$ cat src/rtl/adder_pkg.sv
// rtl/adder_pkg.sv - shared width and word type for the registered ripple adder
package adder_pkg;

    localparam int ADDER_WIDTH = 4;

    typedef logic [ADDER_WIDTH-1:0] adder_word_t;

endpackage : adder_pkg

$ cat src/rtl/full_adder_str.sv
// rtl/full_adder_str.sv - 1-bit structural full adder built from gate primitives
module full_adder_str (
    input  logic a,
    input  logic b,
    input  logic cin,
    output logic s,
    output logic cout
);

    logic p;
    logic g;
    logic pc;

    // propagate and generate terms of this bit
    xor u_xor_p (p, a, b);
    and u_and_g (g, a, b);

    // sum bit and carry to the next stage
    xor u_xor_s  (s, p, cin);
    and u_and_pc (pc, p, cin);
    or  u_or_c   (cout, g, pc);

endmodule : full_adder_str

$ cat src/rtl/four_bit_ripple_adder.sv
// rtl/four_bit_ripple_adder.sv - registered ripple-carry adder; optional signed overflow output under RIPPLE_ADDER_OVF_EN
module four_bit_ripple_adder
    import adder_pkg::*;
#(
    // must equal ADDER_WIDTH because the operand ports use adder_word_t
    parameter int WIDTH = ADDER_WIDTH
) (
    input  logic        clk,
    input  logic        rst_n,
    input  logic        in_valid,
    input  adder_word_t a,
    input  adder_word_t b,
    input  logic        cin,
    output adder_word_t sum,
    output logic        cout,
`ifdef RIPPLE_ADDER_OVF_EN
    output logic        ovf,
`endif
    output logic        out_valid
);

    // carry chain: c[0] is the external carry in, c[WIDTH] the carry out
    logic [WIDTH:0]   c;
    logic [WIDTH-1:0] s;

    assign c[0] = cin;

    // one full adder per bit, carry rippling LSB to MSB
    for (genvar i = 0; i < WIDTH; i++) begin : g_stage
        full_adder_str u_fa (
            .a    (a[i]),
            .b    (b[i]),
            .cin  (c[i]),
            .s    (s[i]),
            .cout (c[i+1])
        );
    end

    // result registers load only on valid operands; valid tracks every cycle
    always_ff @(posedge clk or negedge rst_n) begin
        if (!rst_n) begin
            sum       <= '0;
            cout      <= 1'b0;
            out_valid <= 1'b0;
        end else begin
            out_valid <= in_valid;
            if (in_valid) begin
                sum  <= s;
                cout <= c[WIDTH];
            end
        end
    end

`ifdef RIPPLE_ADDER_OVF_EN
    // signed overflow: carry into the sign bit differs from carry out of it
    always_ff @(posedge clk or negedge rst_n) begin
        if (!rst_n) begin
            ovf <= 1'b0;
        end else if (in_valid) begin
            ovf <= c[WIDTH] ^ c[WIDTH-1];
        end
    end
`endif

endmodule : four_bit_ripple_adder

$ cat config.mk
export PLATFORM = sky130hd
export DESIGN_NAME = four_bit_ripple_adder
export DESIGN_NICKNAME = d
export VERILOG_FILES = /design/src/rtl/adder_pkg.sv /design/src/rtl/full_adder_str.sv /design/src/rtl/four_bit_ripple_adder.sv
export SDC_FILE = /design/constraint.sdc
export NUM_CORES = 1
export LEC_CHECK = 0
export CAP_MARGIN = 0
export CORE_AREA = 2 2 39 41
export DETAILED_ROUTE_END_ITERATION = 8
export DIE_AREA = 0 0 41 43
export PLACE_DENSITY_LB_ADDON = 0.12
export SYNTH_ARGS = -nofsm -noshare
export SYNTH_HDL_FRONTEND = slang
export SYNTH_HIERARCHICAL = 1
export SYNTH_SLANG_ARGS = --single-unit
$ cat constraint.sdc
create_clock -name clk -period 0.8 [get_ports clk]
set_input_delay 0.2 -clock clk [delete_from_list [all_inputs] [get_ports clk]]
set_output_delay 0.2 -clock clk [all_outputs]
set_load 0.02 [all_outputs]
# Yosys cells after proc, flatten, opt, wreduce, memory -nomap -nowiden
# Index checks and enable logic that the tools add are counted.
# op_classes
bitwise,20
# ops
cell,n
1-bit AND,8
1-bit bitwise XOR,8
1-bit bitwise OR,4
# totals
word_cells,23
output_inout_bits,6
in_bits,12
register_bits,6

# Depth between registers and ports, before layout
# depth
ltp_word,9
depth_mapped,5
mapped_depth_nobuf,5

# Hierarchy
# The synthesis kept the hierarchy.
# modules_own_cells
module,cells_each,seq_area_each_um2,n_inst,area_per_inst_um2
four_bit_ripple_adder,11,150.1,1,206.4
full_adder_str,1,0.0,4,20.0

# Worst setup path after synthesis
# OpenSTA, ideal clock, no wires.
# synth_timing
kind,input -> register
from,in a[0]
to,reg sum[3]
setup_time_ps,125
arrival_ps,2052
path_stages,5
path_buffers,0
required_time_ps,675
slack_ps,-1377
path_cell_list,fa_1 fa_1 fa_1 fa_1 mux2_2
# synth_via
elab_chain_cells,8
word_cells_on_any_way,9
cone_classes,9 x bitwise
# synth_rtl
element,line_no,source
"start, declared",four_bit_ripple_adder.sv:11,"input adder_word_t a,"
1-bit bitwise XOR,full_adder_str.sv:15,"xor u_xor_p (p, a, b);"
1-bit AND,full_adder_str.sv:20,"and u_and_pc (pc, p, cin);"
1-bit bitwise OR (*),full_adder_str.sv:21,"or u_or_c (cout, g, pc);"
1-bit AND (*),full_adder_str.sv:20,
1-bit bitwise OR (*),full_adder_str.sv:21,
via c[2],four_bit_ripple_adder.sv:23,logic [WIDTH:0] c;
1-bit AND (*),full_adder_str.sv:20,
1-bit bitwise OR (*),full_adder_str.sv:21,
via c[3],four_bit_ripple_adder.sv:23,
1-bit bitwise XOR (*),full_adder_str.sv:19,"xor u_xor_s (s, p, cin);"
via s[3],four_bit_ripple_adder.sv:24,logic [WIDTH-1:0] s;
"end signal, assigned",four_bit_ripple_adder.sv:48,sum <= s;
"end, declared",four_bit_ripple_adder.sv:14,"output adder_word_t sum,"
# The timed path passes the listed nets; every way through them passes the cells marked *.
# A chain may end at the register's enable or synchronous reset.

# Worst setup path in the final report
# layout_timing
from,in a[0]
to,reg sum[3]
# layout_via
elab_chain_cells,8
word_cells_on_any_way,9
cone_classes,9 x bitwise
# layout_rtl
element,line_no
1-bit bitwise XOR,full_adder_str.sv:15
1-bit AND,full_adder_str.sv:20
1-bit bitwise OR (*),full_adder_str.sv:21
via c[1],four_bit_ripple_adder.sv:23
1-bit AND (*),full_adder_str.sv:20
1-bit bitwise OR (*),full_adder_str.sv:21
via c[2],four_bit_ripple_adder.sv:23
1-bit AND (*),full_adder_str.sv:20
1-bit bitwise OR (*),full_adder_str.sv:21
via c[3],four_bit_ripple_adder.sv:23
1-bit bitwise XOR (*),full_adder_str.sv:19
via s[3],four_bit_ripple_adder.sv:24
# Marks and branches as above.

==> impl_metrics.yaml <==
run_status:
  status: "finished, violations left"
  violations: "negative setup slack"
pwr:
  powerDensity_nw_per_um2: 2030
  leakage_uw: 0.000226
  finalPower_uw: 1060
  ir_drop_v: 0.00111
timing:
  hold_viol_final: 0
  timing.fmax_mhz: 519
  fin_crit_ns: 1.93
  whs_ns: 0.195
  rsz0062_at_grt: "true"
  setup_viol: 11
  fin_ws_ns: -1.13
  fin_crit_sh_pct: 241
  worst-slew-pin-transition_ns: 0.284
  slew_headroom_pct: 81.1
  skew_ns: 0
  final-max-slew-violation-count: 0
flow_run:
  cap_viol_max_count: 0
die:
  design.core.area_um2: 1380
  die_x_um: 41
  io_pins: 18
  num_rows: 14
  die_area_um2: 1760
  fp.dieH_um: 43
  start_util_pct: 20.7
clock_network:
  cts_tree: "built"
  cts_inserted_buffers: 3
  clock-sinks: 6
  htree_levels: 1
  clock_latency_ns: 0.25
  holdBufCountCts: 0
  clock_path_buffers: 2
  cts-root-buf: "clkbuf_4"
  clkTransAtPathRegs_ns: 0.05
synth:
  synthDistinctLibCells: 3
  ys_ff_latch: 6
  synth_top_area_share_pct: 52.4
  yosysWarnings: 6
  syn_area_um2: 287
  syn_inst: 15
  synth_nets: 31
  ys_seq_area_share_pct: 52.4
  synth.area.top_cells: "dfrtp_1 52%, fa_1 28%, mux2_2 20%"
  synth_top_cell_by_area: "dfrtp_1"
  avgSynthCellArea_um2: 19.1
detailed_routing:
  num_vias: 198
  detail_route.wl_per_cell_um: 10.8
  vias_per_cell: 3.81
  detail_route.iter0.violations: 0
  drtPass1Iterations: 1
  finalWirelength_um: 559
  ant_nets: 0
  route.detailed.drc: 0
place:
  numPortBuffers: 17
  globalplace.congestion: 0.611
  hpwl_um: 441
  dp.cells: 48
global_route:
  grt_pass1_vias: 195
  grt_pass1_wl_um: 869
  globalRouteTotalUtil_pct: 8.23
  grt_start_max_net_pins: 7
  overflow: 0
  antenna_found_initial: 0
critical_path:
  ff2ff_path_depth: 2
  cp-start-kind: "input pin"
  worstSetupEndpointType: "flop"
  worstPathArrival_ns: 2.05
  crit_required_ns: 0.92
  path_class: "in -> reg"
  cp_max_fo: 1
layout:
  layout-drive-gt1-share_pct: 61.1
  final_util_pct: 37.7
  fin_nets: 54
  fin_cells: 52
  syn2layout_area_growth_pct: 82.1
  num_antenna_cells: 0
hold_path:
  min_path_type: "in -> async"
metrics by stage:
step	setup slack, ns	cell area [µm²]	TNS (ns)
detailed placement	-1.76	487	-8.69
finish	-1.13	522	-4.37
global placement	-1.75	487	-8.64
floorplan	-1.25	297	-4.12
global route	-1.14	522	-4.65
CTS	-1.17	515	-4.50
cell families after synthesis:
family / count (synthesis) / synth area share [%]
adder cells (fa/ha/maj): 4 / 27.9
multiplexers: 5 / 19.6
flip-flops: 6 / 52.4
registers in the layout (all words and copies together) (netlist names):
signal	count
out_valid	1
cout	1
sum	4
layout make-up:
type	count	area, µm²
Sequential cell	6	150
Timing Repair Buffer	18	179
Fill cell	139	862
Tap cell	16	20.0
Clock buffer	3	22.5
Multi-Input combinational cell	9	150
final timing paths:
check | slack [ns] | from | to
max | -1.13 | a[0] | sum[3]
min in group clk | 0.37 | in_valid | out_valid
max reg2reg | -0.08 | sum[3] | sum[3]
min reg2reg | 0.53 | sum[1] | sum[1]
max in group asynchronous | 0.39 | rst_n | sum[3]
min | 0.19 | rst_n | sum[0]
per-layer routing:
layer | wire, µm | part of all wire [%] | global-route usage (%)
met2 | 285 | 51 | 10.6
met5 | 0 | 0 | 0
met4 | 0 | 0 | 4.00
met3 | 44 | 7.9 | 6.28
met1 | 230 | 41 | 9.70
cell usage in the layout, fill, tap and decap left out:
cell type	instances
clkbuf_4	3
mux2_2	4
dlygate4sd2_1	3
buf_2	1
fa_2	4
mux2_4	1
buf_4	1
dfrtp_1	6
clkdlybuf4s50_1	5
buf_6	8
synthesized netlist by cell type (all sizes together):
library cell,count
dfrtp,6
mux2,5
fa,4
critical path, stage by stage:
cell and delay (ns):
buf_6 0.09, fa_2 0.38, fa_2 0.36, fa_2 0.35, fa_2 0.40, mux2_4 0.26
report_power, final:
group	total [µW]	switching, µW	internal [µW]	leakage, µW
Sequential	396	35.0	361	0.0000701
Combinational	377	150	227	0.000142
Clock	284	114	170	0.0000138
Total	1060	299	758	0.000226
repair_timing:
action / in CTS / in global routing
resized for setup: 53 / 1
setup buffers: 1 / 0
pin swaps: 4 / 4
setup endpoints to repair: 11 / 11
endpoints found under the hold margin: 0 / 0
No activity file was read; power rests on OpenSTA's default activity.
